## config.mk

```make
export PLATFORM = sky130hd
export DESIGN_NAME = cga_trap_seq
export DESIGN_NICKNAME = d
export VERILOG_FILES = /design/src/rtl/cga_trap_seq_pkg.sv /design/src/rtl/cga_trap_seq_fifo.sv /design/src/rtl/cga_trap_seq.sv
export SDC_FILE = /design/constraint.sdc
export NUM_CORES = 1
export LEC_CHECK = 0
export BUFFER_PORTS_ARGS = -buffer_cell sky130_fd_sc_hd__buf_2
export CAP_MARGIN = 10
export CORE_UTILIZATION = 47
export DETAILED_ROUTE_END_ITERATION = 10
export PLACE_DENSITY = 0.8
export SYNTH_ARGS = -nofsm -noshare
export SYNTH_HDL_FRONTEND = slang
export SYNTH_SLANG_ARGS = --single-unit
```

## constraint.sdc

```tcl
create_clock -name TCLK -period 1.5 [get_ports TCLK]
set_input_delay 0.375 -clock TCLK [delete_from_list [all_inputs] [get_ports TCLK]]
set_output_delay 0.375 -clock TCLK [all_outputs]
set_load 0.05 [all_outputs]
```

## src/rtl/cga_trap_seq_pkg.sv

```systemverilog
// Shared types and constants for the CGA trap sequencer.
package cga_trap_seq_pkg;

  localparam int VEC_W   = 4;
  localparam int ENTRY_W = 8;

  localparam logic [ENTRY_W-1:0] TBASE_DEFAULT  = 8'h80;
  localparam logic [VEC_W-1:0]   BRKVEC_DEFAULT = 4'hF;

  typedef enum logic [1:0] {
    IDLE = 2'd0,
    REQ  = 2'd1,
    RUN  = 2'd2
  } trap_state_e;

  // Each trap table slot is four microwords wide; the sum wraps modulo 256.
  function automatic logic [ENTRY_W-1:0] entry_addr(input logic [ENTRY_W-1:0] base,
                                                     input logic [VEC_W-1:0]   vec);
    return base + {2'b00, vec, 2'b00};
  endfunction

endpackage

```

## src/rtl/cga_trap_seq_fifo.sv

```systemverilog
// Small trap-vector FIFO; a push to a full FIFO succeeds when a pop lands on the same edge.
module cga_trap_seq_fifo
  import cga_trap_seq_pkg::*;
#(
  parameter int DEPTH = 2
) (
  input  logic             clk_i,
  input  logic             reset_i,
  input  logic             push_i,
  input  logic             pop_i,
  input  logic [VEC_W-1:0] din_i,
  output logic             full_o,
  output logic             empty_o,
  output logic [VEC_W-1:0] head_o
);

  localparam int PW = (DEPTH > 1) ? $clog2(DEPTH) : 1;
  localparam int CW = $clog2(DEPTH + 1);

  logic [VEC_W-1:0] mem_q [DEPTH];
  logic [PW-1:0]    rdPtr_q, wrPtr_q;
  logic [CW-1:0]    cnt_q;
  logic             doPush, doPop;

  function automatic logic [PW-1:0] nextPtr(input logic [PW-1:0] p);
    return (p == PW'(DEPTH - 1)) ? '0 : p + 1'b1;
  endfunction

  assign full_o  = (cnt_q == CW'(DEPTH));
  assign empty_o = (cnt_q == '0);
  assign head_o  = mem_q[rdPtr_q];
  assign doPop   = pop_i && !empty_o;
  assign doPush  = push_i && (!full_o || doPop);

  always_ff @(posedge clk_i) begin
    if (reset_i) begin
      rdPtr_q <= '0;
      wrPtr_q <= '0;
      cnt_q   <= '0;
    end else begin
      if (doPush) wrPtr_q <= nextPtr(wrPtr_q);
      if (doPop)  rdPtr_q <= nextPtr(rdPtr_q);
      case ({doPush, doPop})
        2'b10:   cnt_q <= cnt_q + 1'b1;
        2'b01:   cnt_q <= cnt_q - 1'b1;
        default: cnt_q <= cnt_q;
      endcase
    end
  end

  // Storage needs no reset; the count alone decides what is valid.
  always_ff @(posedge clk_i) begin
    if (doPush) mem_q[wrPtr_q] <= din_i;
  end

endmodule

```

## src/rtl/cga_trap_seq.sv

```systemverilog
// Trap sequencer: edge-detects traps/breakpoints and hands microcode entries to the microsequencer.
// Define CGA_TRAP_SEQ_STATS_EN to build the serviced-trap counter on TCNT_3_0.
module cga_trap_seq
  import cga_trap_seq_pkg::*;
#(
  parameter logic [ENTRY_W-1:0] TBASE  = TBASE_DEFAULT,
  parameter logic [VEC_W-1:0]   BRKVEC = BRKVEC_DEFAULT,
  parameter int                 QDEPTH = 2
) (
  input  logic               TCLK,
  input  logic               RESET,
  input  logic               TRAPN,
  input  logic [VEC_W-1:0]   TVEC_3_0,
  input  logic               BRKN,
  input  logic               MACK,
  input  logic               MDONE,
  output logic               TREQ,
  output logic [ENTRY_W-1:0] TENTRY_7_0,
  output logic               TBUSY,
  output logic               TOVF,
  output logic [3:0]         TCNT_3_0
);

  trap_state_e        state_q, state_d;
  logic               trapn_q, brkn_q;
  logic               brkPend_q, brkPend_d;
  logic               curBrk_q, curBrk_d;
  logic [ENTRY_W-1:0] entry_q, entry_d;
  logic               treq_q, tbusy_q, tovf_q;
  logic               trapEv, brkEv, qPop, brkClr, done;
  logic               qFull, qEmpty;
  logic [VEC_W-1:0]   qHead;

  assign trapEv = trapn_q && !TRAPN;
  assign brkEv  = brkn_q && !BRKN;

  cga_trap_seq_fifo #(.DEPTH(QDEPTH)) u_fifo (
    .clk_i   (TCLK),
    .reset_i (RESET),
    .push_i  (trapEv),
    .pop_i   (qPop),
    .din_i   (TVEC_3_0),
    .full_o  (qFull),
    .empty_o (qEmpty),
    .head_o  (qHead)
  );

  always_comb begin
    state_d  = state_q;
    curBrk_d = curBrk_q;
    entry_d  = entry_q;
    qPop     = 1'b0;
    brkClr   = 1'b0;
    done     = 1'b0;
    case (state_q)
      IDLE: begin
        if (brkPend_q || !qEmpty) begin
          state_d  = REQ;
          curBrk_d = brkPend_q;
          entry_d  = entry_addr(TBASE, brkPend_q ? BRKVEC : qHead);
        end
      end
      REQ: begin
        if (MACK) begin
          state_d = RUN;
          qPop    = !curBrk_q;
          brkClr  = curBrk_q;
        end
      end
      RUN: begin
        if (MDONE) begin
          state_d = IDLE;
          done    = 1'b1;
        end
      end
      default: state_d = IDLE;
    endcase
  end

  // A new breakpoint edge wins over the clear issued on acceptance.
  assign brkPend_d = brkEv ? 1'b1 : (brkClr ? 1'b0 : brkPend_q);

  always_ff @(posedge TCLK) begin
    if (RESET) begin
      state_q   <= IDLE;
      trapn_q   <= 1'b1;
      brkn_q    <= 1'b1;
      brkPend_q <= 1'b0;
      curBrk_q  <= 1'b0;
      entry_q   <= '0;
      treq_q    <= 1'b0;
      tbusy_q   <= 1'b0;
      tovf_q    <= 1'b0;
    end else begin
      state_q   <= state_d;
      trapn_q   <= TRAPN;
      brkn_q    <= BRKN;
      brkPend_q <= brkPend_d;
      curBrk_q  <= curBrk_d;
      entry_q   <= entry_d;
      treq_q    <= (state_d == REQ);
      tbusy_q   <= (state_d != IDLE);
      tovf_q    <= tovf_q | (trapEv && qFull && !qPop);
    end
  end

  assign TREQ       = treq_q;
  assign TENTRY_7_0 = entry_q;
  assign TBUSY      = tbusy_q;
  assign TOVF       = tovf_q;

`ifdef CGA_TRAP_SEQ_STATS_EN
  logic [3:0] tcnt_q;

  always_ff @(posedge TCLK) begin
    if (RESET)     tcnt_q <= 4'h0;
    else if (done) tcnt_q <= tcnt_q + 4'h1;
  end

  assign TCNT_3_0 = tcnt_q;
`else
  logic unusedDone;
  assign unusedDone = done;
  assign TCNT_3_0   = 4'h0;
`endif

endmodule

```

==> qor.yml, run 1 <==
synth-edff-count: 8
path_max_fanout: 4
antenna_found_initial: 0
io_pins: 25
endpoint: "u_fifo.mem_q[0][0]"
fillers: 203
cts_tree: "yes"
worstSetupEndpointType: "flop"
cts_setup_buffers: 0
syn-cell-area_um2: 1130
final_nets: 142
final_cell_mix: "dfxtp_1, buf_2, a21oi_1"
grt_max_degree: 21
power.leakage_nw: 0.503
fmax_mhz: 720
synth-seq-cells: 27
setup-violations-final: 0
io_buffers: 17
skew_ns: 0.0124
die-area_um2: 2600
criticalPathCategory: "flop to flop"
drive_gt1_frac: 0.305
cp.required_ns: 1.52
timing.rr.end: "u_fifo.mem_q[0][0]"
numCtsBuffers: 3
final.setup.tns_ns: 0
synth_top_area_cell: "dfxtp_1"
ys.flop_type: "dfxtp_1"
reg2regPathDepth: 3
synth.area.top_cells: "dfxtp_1, edfxtp_1, a21oi_1, mux2_2, buf_4"
coreArea_um2: 2230
synthesis.instances: 107
cts_sinks: 27
maxSlewViolCount: 0
routabilityCongestion: 0.793
syn_avg_cell_area_um2: 10.6
ys_types: 27
yosysWarnings: 0
insertedDiodeCount: 0
cts_root_buf: "clkbuf_4"
power_density_nw_per_um2: 1190
hold_viol_final: 0
seqCellArea_um2: 621
max_cap_violations: 0
drc: 0
cts_buffer_depth: 2
die_h_um: 51.0
hpwlAfterDp_um: 1410
rsz0062_at_grt: "no"
cp.arrival_ns: 1.40
drt-total-wl_um: 1900
grt.overflow.total: 0
synthArstFlopShare: 0
finalCriticalPeriod_ns: 1.39
fp.dieW_um: 51.0
seq_area_frac_synth: 0.549
reg2reg_slack_ns: 0.11
status: "finished, final reports clean"
start_util: 0.506
clkLatencyLatePin_ns: 0.32
antenna_left: 0
drt_iter0_drc: 6
htreeDepth: 1
finalCritPeriodShare: 0.926
hold_path_class: "primary input to flop"
peakVddDrop_mv: 0.643
startpoint: "curBrk_q"
grt_pass1_vias: 759
clk_pin_slew_ns: 0.14
grt_pass1_wl_um: 3000
rows: 17
num_vias: 840
wl_per_cell_um: 11.9
multiInputGateArea_um2: 463
area_growth_syn_to_layout_pct: 14.2
synth_top_area_frac: 0.337
r2r_start: "curBrk_q"
fin_hold_ws_ns: 0.250
grt_usage: 0.159
dr.pass1.iters: 4
final_common_cell: "dfxtp_1"
crit_path_start_kind: "flop"
routed_via_density: 5.28
## state kept, by name, summed over array words and instances, names as in the netlist, named ones only
| register | flops |
|---|---|
| u_fifo.cnt_q | 2 |
| TOVF | 1 |
| u_fifo.mem_q | 8 |
| TREQ | 1 |
| brkn_q | 1 |
| TBUSY | 1 |
| curBrk_q | 1 |
| u_fifo.wrPtr_q | 1 |
| brkPend_q | 1 |
| state_q | 2 |
| trapn_q | 1 |
| u_fifo.rdPtr_q | 1 |
| TENTRY_7_0 | 5 |
## cell families (layout without fill, tap and decap cells)
group / Yosys count / in the layout / share of synthesized area
and+or+nand+nor: 38 / 38 / 0.210
DFF: 27 / 27 / 0.549
xor gates and xnor gates: 1 / 1 / 0.00775
other: 1 / 7 / 0.00332
muxes: 5 / 5 / 0.0498
buffers and inverters: 12 / 30 / 0.0631
AOI/OAI and AO/OA: 23 / 23 / 0.116
## per-stage QoR
step	utilization	std cells	total power, mW	area (um2)	worst slack, ns
floorplan	-	113	1.17	1150	0.120
global placement	0.565	155	1.24	1260	0.0176
detailed placement	0.565	155	1.25	1260	-0.0446
CTS	0.576	159	1.55	1290	0.0299
global route	0.578	159	1.61	1290	0.0497
finish	0.578	159	1.53	1290	0.111
## area by class of cell
type | instances | area share
Sequential cell | 27 | 0.481
Timing Repair Buffer | 24 | 0.107
Multi-Input combinational cell | 74 | 0.359
Inverter | 2 | 0.00582
Tap cell | 28 | 0.0272
Clock buffer | 4 | 0.0204
## worst max-delay path: stages (launching register included)
cell and delay (ns):
dfxtp_1 0.37, nand4bb_4 0.21, a21oi_1 0.22, nor2b_2 0.28
## timing repair
item,in CTS,in global routing
hold endpoints to repair,0,0
hold buffers,0,0
resized for setup,0,1
endpoints found under the setup margin,0,4
## worst min-delay path by stage
stage	slack [ns]	cells after the start	to	start
4_1_cts	0.23	2	brkn_q	BRKN
3_5_place_dp	0.46	2	TENTRY_7_0[7]	TENTRY_7_0[7]
2_1_floorplan	0.43	2	brkPend_q	brkn_q
5_1_grt	0.23	2	brkn_q	BRKN
6_report	0.25	2	brkn_q	BRKN
3_3_place_gp	0.44	2	brkPend_q	brkn_q
## synthesized netlist by cell type, drive strengths merged, types with 3 or more instances
cell type  instances
a21oi             15
buf                8
dfxtp             19
edfxtp             8
mux2               5
nand2              4
nand2b             3
nor2               6
nor2b              4
nor3               5
nor4               5
o21ai              4
or2                4
## power breakdown
group	total, mW	internal (mW)	switching [mW]
Clock	0.295	0.104	0.191
Combinational	0.390	0.124	0.266
Sequential	0.849	0.815	0.0333
## layer usage
metal | vias to the layer above | wire [um] | track usage | part of all wire
li1 | 419 | - | - | -
met1 | 388 | 849 | 0.173 | 0.45
met2 | 27 | 917 | 0.274 | 0.48
met3 | 6 | 88 | 0.0298 | 0.046
met4 | 0 | 42 | 0.111 | 0.022
met5 | - | 0 | 0 | 0
No activity file was read; power rests on OpenSTA's default activity.
==> run 2: changes to the inputs <==
--- a/config.mk
+++ b/config.mk
@@ -12,4 +12,5 @@
 export PLACE_DENSITY = 0.8
 export SYNTH_ARGS = -nofsm -noshare
 export SYNTH_HDL_FRONTEND = slang
+export SYNTH_HIERARCHICAL = 1
 export SYNTH_SLANG_ARGS = --single-unit
==> run 2 against run 1 <==
  * Highest routed layer unchanged
  * Utilization rose by 1.9 points
  * Largest cell class unchanged
  * The flow now finishes with violations (setup timing)
  * Clock power grew 5%
  * Non-clock buffer count increased by 3
==> qor.yml, run 2 <==
final_nets: 144  # +1.4%
synth.area.top_cells: "dfxtp_1, edfxtp_1, buf_4, mux2_2, nor2_1"
cp.arrival_ns: 1.85  # +0.45 ns
cts_tree: "yes"
htreeDepth: 1  # unchanged
fin_cells: 160  # +0.63%
finalWorstSetupSlack_ns: -0.0802  # -0.192 ns
power_density_nw_per_um2: 1300  # +9.5%
path_delay_family: "simple AND/OR/NAND/NOR gates"
worstSetupEndpointType: "flop"
maxSlewViolCount: 0  # unchanged
finalCriticalPeriod_ns: 1.58  # +0.192 ns
grt_pass1_vias: 705  # -7.1%
hold_path_class: "primary input to flop"
slowest_stage: "or3_1"
coreArea_um2: 2230  # unchanged
routed_via_density: 4.94  # -6.5%
cp_cell_sequence: "nand4bb_4 > inv_2 > o31ai_4 > ha_4 > xnor2_1 > or3_1 > a21oi_1"
synth_top_area_cell: "dfxtp_1"
cts_root_buf: "clkbuf_4"
synthArstFlopShare: 0  # unchanged
ys_types: 31  # +15%
drt_iter0_drc: 4  # -2
top_register: "u_fifo/mem_q"
grt_pass1_wl_um: 3010  # +0.23%
worstPathBufferInverterCount: 1  # +1
post-synth-top-count-cell: "dfxtp_1"
fmax_mhz: 633  # -12%
violations: "setup timing"
grt_max_degree: 21  # unchanged
max_stage_delay_ns: 0.36  # about the same
hold_viol_final: 0  # unchanged
grt_usage: 0.163  # +0.00487
finalCritPeriodShare: 1.05  # +0.128
dr.pass1.iters: 4  # unchanged
synth_top_area_frac: 0.336  # -0.00111
antenna_found_initial: 0  # unchanged
routabilityCongestion: 0.711  # -10%
final_cell_mix: "dfxtp_1, buf_2, nor2_1"
num_vias: 790  # -6.0%
clkLatencyLatePin_ns: 0.32  # about the same
largest_reg_flops: 8  # unchanged
die-area_um2: 2610  # +0.31%
path_max_fanout: 2  # -2
seq_area_frac_synth: 0.547  # -0.00182
peakVddDrop_mv: 0.794  # +23%
status: "complete, but fails checks"
syn_avg_cell_area_um2: 10.8  # +2.2%
rsz0062_at_grt: "yes"
io_buffers: 17  # unchanged
crit_path_start_kind: "flop"
max_cap_violations: 0  # unchanged
syn-cell-area_um2: 1130  # +0.33%
drive_gt1_frac: 0.356  # +0.0507
area_growth_syn_to_layout_pct: 17.5
criticalPathCategory: "flop to flop"
cts_sinks: 27  # unchanged
rows: 17  # unchanged
synth-seq-cells: 27  # unchanged
drt-total-wl_um: 1870  # -1.5%
dp.cells: 156  # +0.65%
wl_per_cell_um: 11.7  # -2.1%
clk_pin_slew_ns: 0.14  # about the same
p_total_mw: 1.74  # +13%
synth-edff-count: 8  # unchanged
antenna_left: 0  # unchanged
grt.overflow.total: 0  # unchanged
die_h_um: 51.1  # +0.16%
yosysWarnings: 6  # +6
cts_buffer_depth: 2  # unchanged
insertedDiodeCount: 0  # unchanged
numCtsBuffers: 3  # unchanged
io_pins: 25  # unchanged
cp.required_ns: 1.77  # +0.25 ns
fp.dieW_um: 51.1  # +0.16%
start_util: 0.508  # +0.00168
drc: 0  # unchanged
setup-violations-final: 1  # +1
synth_common_cells: "dfxtp_1, nor2_1, edfxtp_1"
synthesis.instances: 105  # -1.9%
hpwlAfterDp_um: 1380  # -2.4%
ys.flop_type: "dfxtp_1"
skew_ns: 0.00601  # -0.00636 ns
power.leakage_nw: 0.550  # +9.3%
run 2: cell count changes after synthesis, sizes merged, moves of 4 or more:
cell and delta:
a211oi +4, nor3 -5, inv +6, nor2 +6, a21oi -8
run 2: worst register-to-register path, stage by stage, from the launching register on:
cell       delay (ns)
dfxtp_2          0.35
nand4bb_4        0.23
inv_2            0.10
o31ai_4          0.07
ha_4             0.17
xnor2_1          0.13
or3_1            0.36
a21oi_1          0.12
run 2: cell families after synthesis:
logic type,after synthesis,synth area share
other,1,0.00331
buffers and inverters,18,0.0960
AO/OA/AOI/OAI,18,0.108
multiplexers,5,0.0497
adder cells (fa/ha/maj),1,0.0110
AND/OR/NAND/NOR,32,0.161
flip-flops,27,0.547
XOR/XNOR,3,0.0232
run 2: power breakdown:
group | leakage (nW) | internal, mW | switching (mW)
clock | 0.0150 | 0.104 | 0.206
sequential | 0.232 | 0.838 | 0.0478
combinational | 0.303 | 0.182 | 0.357
run 2: final cells by class:
| cell class | instances | area (um2) |
|---|---|---|
| clock buffers | 4 | 26.3 |
| fillers | 191 | 901 |
| inverters | 8 | 30.0 |
| multi-input cells | 66 | 455 |
| flip-flops and latches | 27 | 626 |
| well taps | 28 | 35.0 |
| repair buffers | 27 | 160 |
run 2: per-stage QoR:
step | setup slack [ns] | area, um2 | setup TNS (ns) | util | hold slack [ns]
after detailed placement | -0.283 | 1280 | -0.571 | 0.571 | 0.441
after CTS | -0.103 | 1320 | -0.103 | 0.592 | 0.219
final | -0.0802 | 1330 | -0.0802 | 0.597 | 0.235
after floorplan | -0.109 | 1160 | -0.109 | - | 0.431
after global placement | -0.202 | 1280 | -0.326 | 0.571 | 0.431
after global routing | -0.151 | 1330 | -0.190 | 0.597 | 0.199
run 2: worst paths after layout:
kind                               startpoint               to  slack, ns  depth (start not counted)
worst min-delay path                     BRKN           brkn_q       0.23                          2
worst max register to register       curBrk_q  u_fifo/cnt_q[1]      -0.08                          7
worst max-delay path                 curBrk_q  u_fifo/cnt_q[1]      -0.08                          7
worst min register to register  TENTRY_7_0[7]    TENTRY_7_0[7]       0.46                          2
run 2: metal layers:
layer,track usage,part of all wire
met1,0.187,0.45
met5,0,0
met2,0.263,0.50
met3,0.0298,0.022
met4,0.134,0.028
run 2: timing repair:
| item | CTS | global route |
|---|---|---|
| pin swaps | 2 | 1 |
| setup endpoints to repair | 2 | 2 |
| buffers inserted | 0 | 0 |
| resized for setup | 3 | 1 |
| hold buffers | 0 | 0 |
==> run 3: changes to the inputs <==
--- a/config.mk
+++ b/config.mk
@@ -8,7 +8,9 @@
 export BUFFER_PORTS_ARGS = -buffer_cell sky130_fd_sc_hd__buf_2
 export CAP_MARGIN = 10
 export CORE_UTILIZATION = 47
+export CTS_CLUSTER_SIZE = 16
 export DETAILED_ROUTE_END_ITERATION = 10
+export MAX_ROUTING_LAYER = met4
 export PLACE_DENSITY = 0.8
 export SYNTH_ARGS = -nofsm -noshare
 export SYNTH_HDL_FRONTEND = slang
==> constraint.sdc (replaced) <==
create_clock -name TCLK -period 1.5 [get_ports TCLK]
set_input_delay 0.15 -clock TCLK [delete_from_list [all_inputs] [get_ports TCLK]]
set_output_delay 0.15 -clock TCLK [all_outputs]
set_load 0.05 [all_outputs]
==> run 3 against run 2 <==
  * Critical path type unchanged
  * The flow still finishes with violations (setup timing)
  * Register-to-register slack got worse by 0.05 ns
  * Hold slack got worse by 0.21 ns
  * Sequential power increased by 0.7%
  * Design area increased by 7.2%
  * Largest cell class unchanged
  * First-iteration DRC count increased to 4.0 times the previous value
==> qor.yml, run 3 (synthesis gave the netlist of run 2 again) <==
status: "complete, but fails checks"
violations: "setup timing"
grt_pass1_wl_um: 3290  # +9.4%
hpwlAfterDp_um: 1390  # +0.74%
top_register: "u_fifo/mem_q"
skew_ns: 0.00202  # -0.00399 ns
cts_buffer_depth: 2  # unchanged
setup-violations-final: 3  # +2
die_h_um: 51.1  # unchanged
numCtsBuffers: 3  # unchanged
power.leakage_nw: 0.590  # +7.3%
cts_tree: "yes"
cts_sinks: 27  # unchanged
drt-total-wl_um: 2140  # +14%
crit_path_start_kind: "flop"
hold_end: "u_fifo/mem_q[0][0]"
hold_path_class: "primary input to flop"
grt.overflow.total: 0  # unchanged
fin_hold_ws_ns: 0.0201  # -0.215 ns
drc: 0  # unchanged
fp.dieW_um: 51.1  # unchanged
fillers: 189  # -1.0%
coreArea_um2: 2230  # unchanged
insertedDiodeCount: 0  # unchanged
route.top_layer_used: "met4"
clk_pin_slew_ns: 0.13  # about the same
die-area_um2: 2610  # unchanged
fin_area_um2: 1430  # +7.2%
cp.required_ns: 1.75  # -0.02 ns
max_cap_violations: 0  # unchanged
utilization: 0.640  # +0.0431
wl_met2_um: 1210  # +29%
finalCriticalPeriod_ns: 1.63  # +0.0454 ns
clkLatencyLatePin_ns: 0.32  # about the same
largest_reg_flops: 8  # unchanged
area_growth_syn_to_layout_pct: 26.0
antenna_found_initial: 0  # unchanged
reg2regPathDepth: 6  # -1
finalCritPeriodShare: 1.08  # +0.0303
dpl_cell_area_um2: 1270  # -0.59%
rsz0062_at_grt: "yes"
antenna_left: 0  # unchanged
final_common_cell: "buf_2"
grt_pass1_vias: 790  # +12%
criticalPathCategory: "flop to flop"
wl_per_cell_um: 12.9  # +10%
seqCellArea_um2: 627  # +0.20%
routed_via_density: 4.94  # about the same
num_vias: 820  # +3.8%
htreeDepth: 1  # unchanged
timing.rr.end: "u_fifo/cnt_q[1]"
routabilityCongestion: 0.732  # +2.9%
reg2reg_slack_ns: -0.13  # -0.05 ns
fmax_mhz: 615  # -2.8%
min_from: "TVEC_3_0[0]"
drive_gt1_frac: 0.406  # +0.0497
grt_max_degree: 21  # unchanged
io_pins: 25  # unchanged
rows: 17  # unchanged
grt_usage: 0.179  # +0.0161
r2r_start: "state_q[1]"
cp.arrival_ns: 1.88  # +0.03 ns
cts_root_buf: "clkbuf_4"
wl_met1_um: 821  # -2.1%
hold_path_depth: 1  # -1
multiInputGateArea_um2: 479  # +5.2%
worstSetupEndpointType: "flop"
maxSlewViolCount: 0  # unchanged
path_max_fanout: 2  # unchanged
power_density_nw_per_um2: 1250  # -4.3%
peakVddDrop_mv: 0.685  # -14%
hold_viol_final: 0  # unchanged
wl_met3_um: 72  # +71%
final_cell_mix: "buf_2, dfxtp_1, nor2_1, buf_4, edfxtp_1"
io_buffers: 17  # unchanged
final_nets: 150  # +4.2%
drt_iter0_drc: 16  # +12
start_util: 0.508  # unchanged
dr.pass1.iters: 4  # unchanged
finalWorstSetupSlack_ns: -0.126  # -0.0454 ns
==> run 3: worst max-delay path, stage by stage, from the launching register on <==
cell,delay (ns)
dfxtp_4,0.36
nand4bb_4,0.15
inv_2,0.06
o31ai_4,0.27
ha_4,0.25
or3_1,0.34
a21oi_1,0.13
==> run 3: layout make-up <==
type,count,area share
inverter,8,0.0210
clock buffer,4,0.0184
multi-input combinational,66,0.335
timing repair buffer,33,0.162
tap,28,0.0245
sequential,27,0.439
==> run 3: stage by stage <==
step / instances / setup TNS, ns / setup WS [ns] / power [mW]
after floorplan: 111 / -0.109 / -0.109 / 1.32
after global placement: 155 / -0.0686 / -0.0686 / 1.40
after detailed placement: 155 / -0.200 / -0.171 / 1.42
after CTS: 162 / -0.189 / -0.119 / 1.75
after global routing: 166 / -0.632 / -0.173 / 1.86
final: 166 / -0.215 / -0.126 / 1.78
==> run 3: how the worst max path moves through the flow <==
stage / startpoint / to / cells after the start / slack [ns]
after global placement: state_q[1] / u_fifo/cnt_q[1] / 7 / -0.07
after CTS: curBrk_q / u_fifo/cnt_q[1] / 6 / -0.12
final: state_q[1] / u_fifo/cnt_q[1] / 6 / -0.13
after floorplan: state_q[1] / u_fifo/cnt_q[1] / 7 / -0.11
after detailed placement: curBrk_q / u_fifo/cnt_q[1] / 7 / -0.17
after global routing: state_q[1] / u_fifo/cnt_q[1] / 6 / -0.17
==> run 3: what timing repair did <==
item                       4_1_cts  5_1_grt
setup endpoints to repair        2       11
buffers inserted                 3        1
gates resized for setup          5       12
hold buffers                     0        3
hold endpoints to repair         0        6
pin swaps                        4        6
==> run 3: power breakdown <==
| group | switching [mW] | leakage, nW | internal, mW | total, mW |
|---|---|---|---|---|
| Sequential | 0.0537 | 0.233 | 0.839 | 0.892 |
| Clock | 0.198 | 0.0150 | 0.104 | 0.302 |
| Combinational | 0.372 | 0.343 | 0.213 | 0.585 |
| Total | 0.624 | 0.590 | 1.16 | 1.78 |
==> run 3: routing by layer <==
layer  GRT usage  vias to the layer above
met4       0.102                        0
met2       0.331                       26
met5           -                        -
li1            -                      407
met1       0.175                      383
met3      0.0298                        4
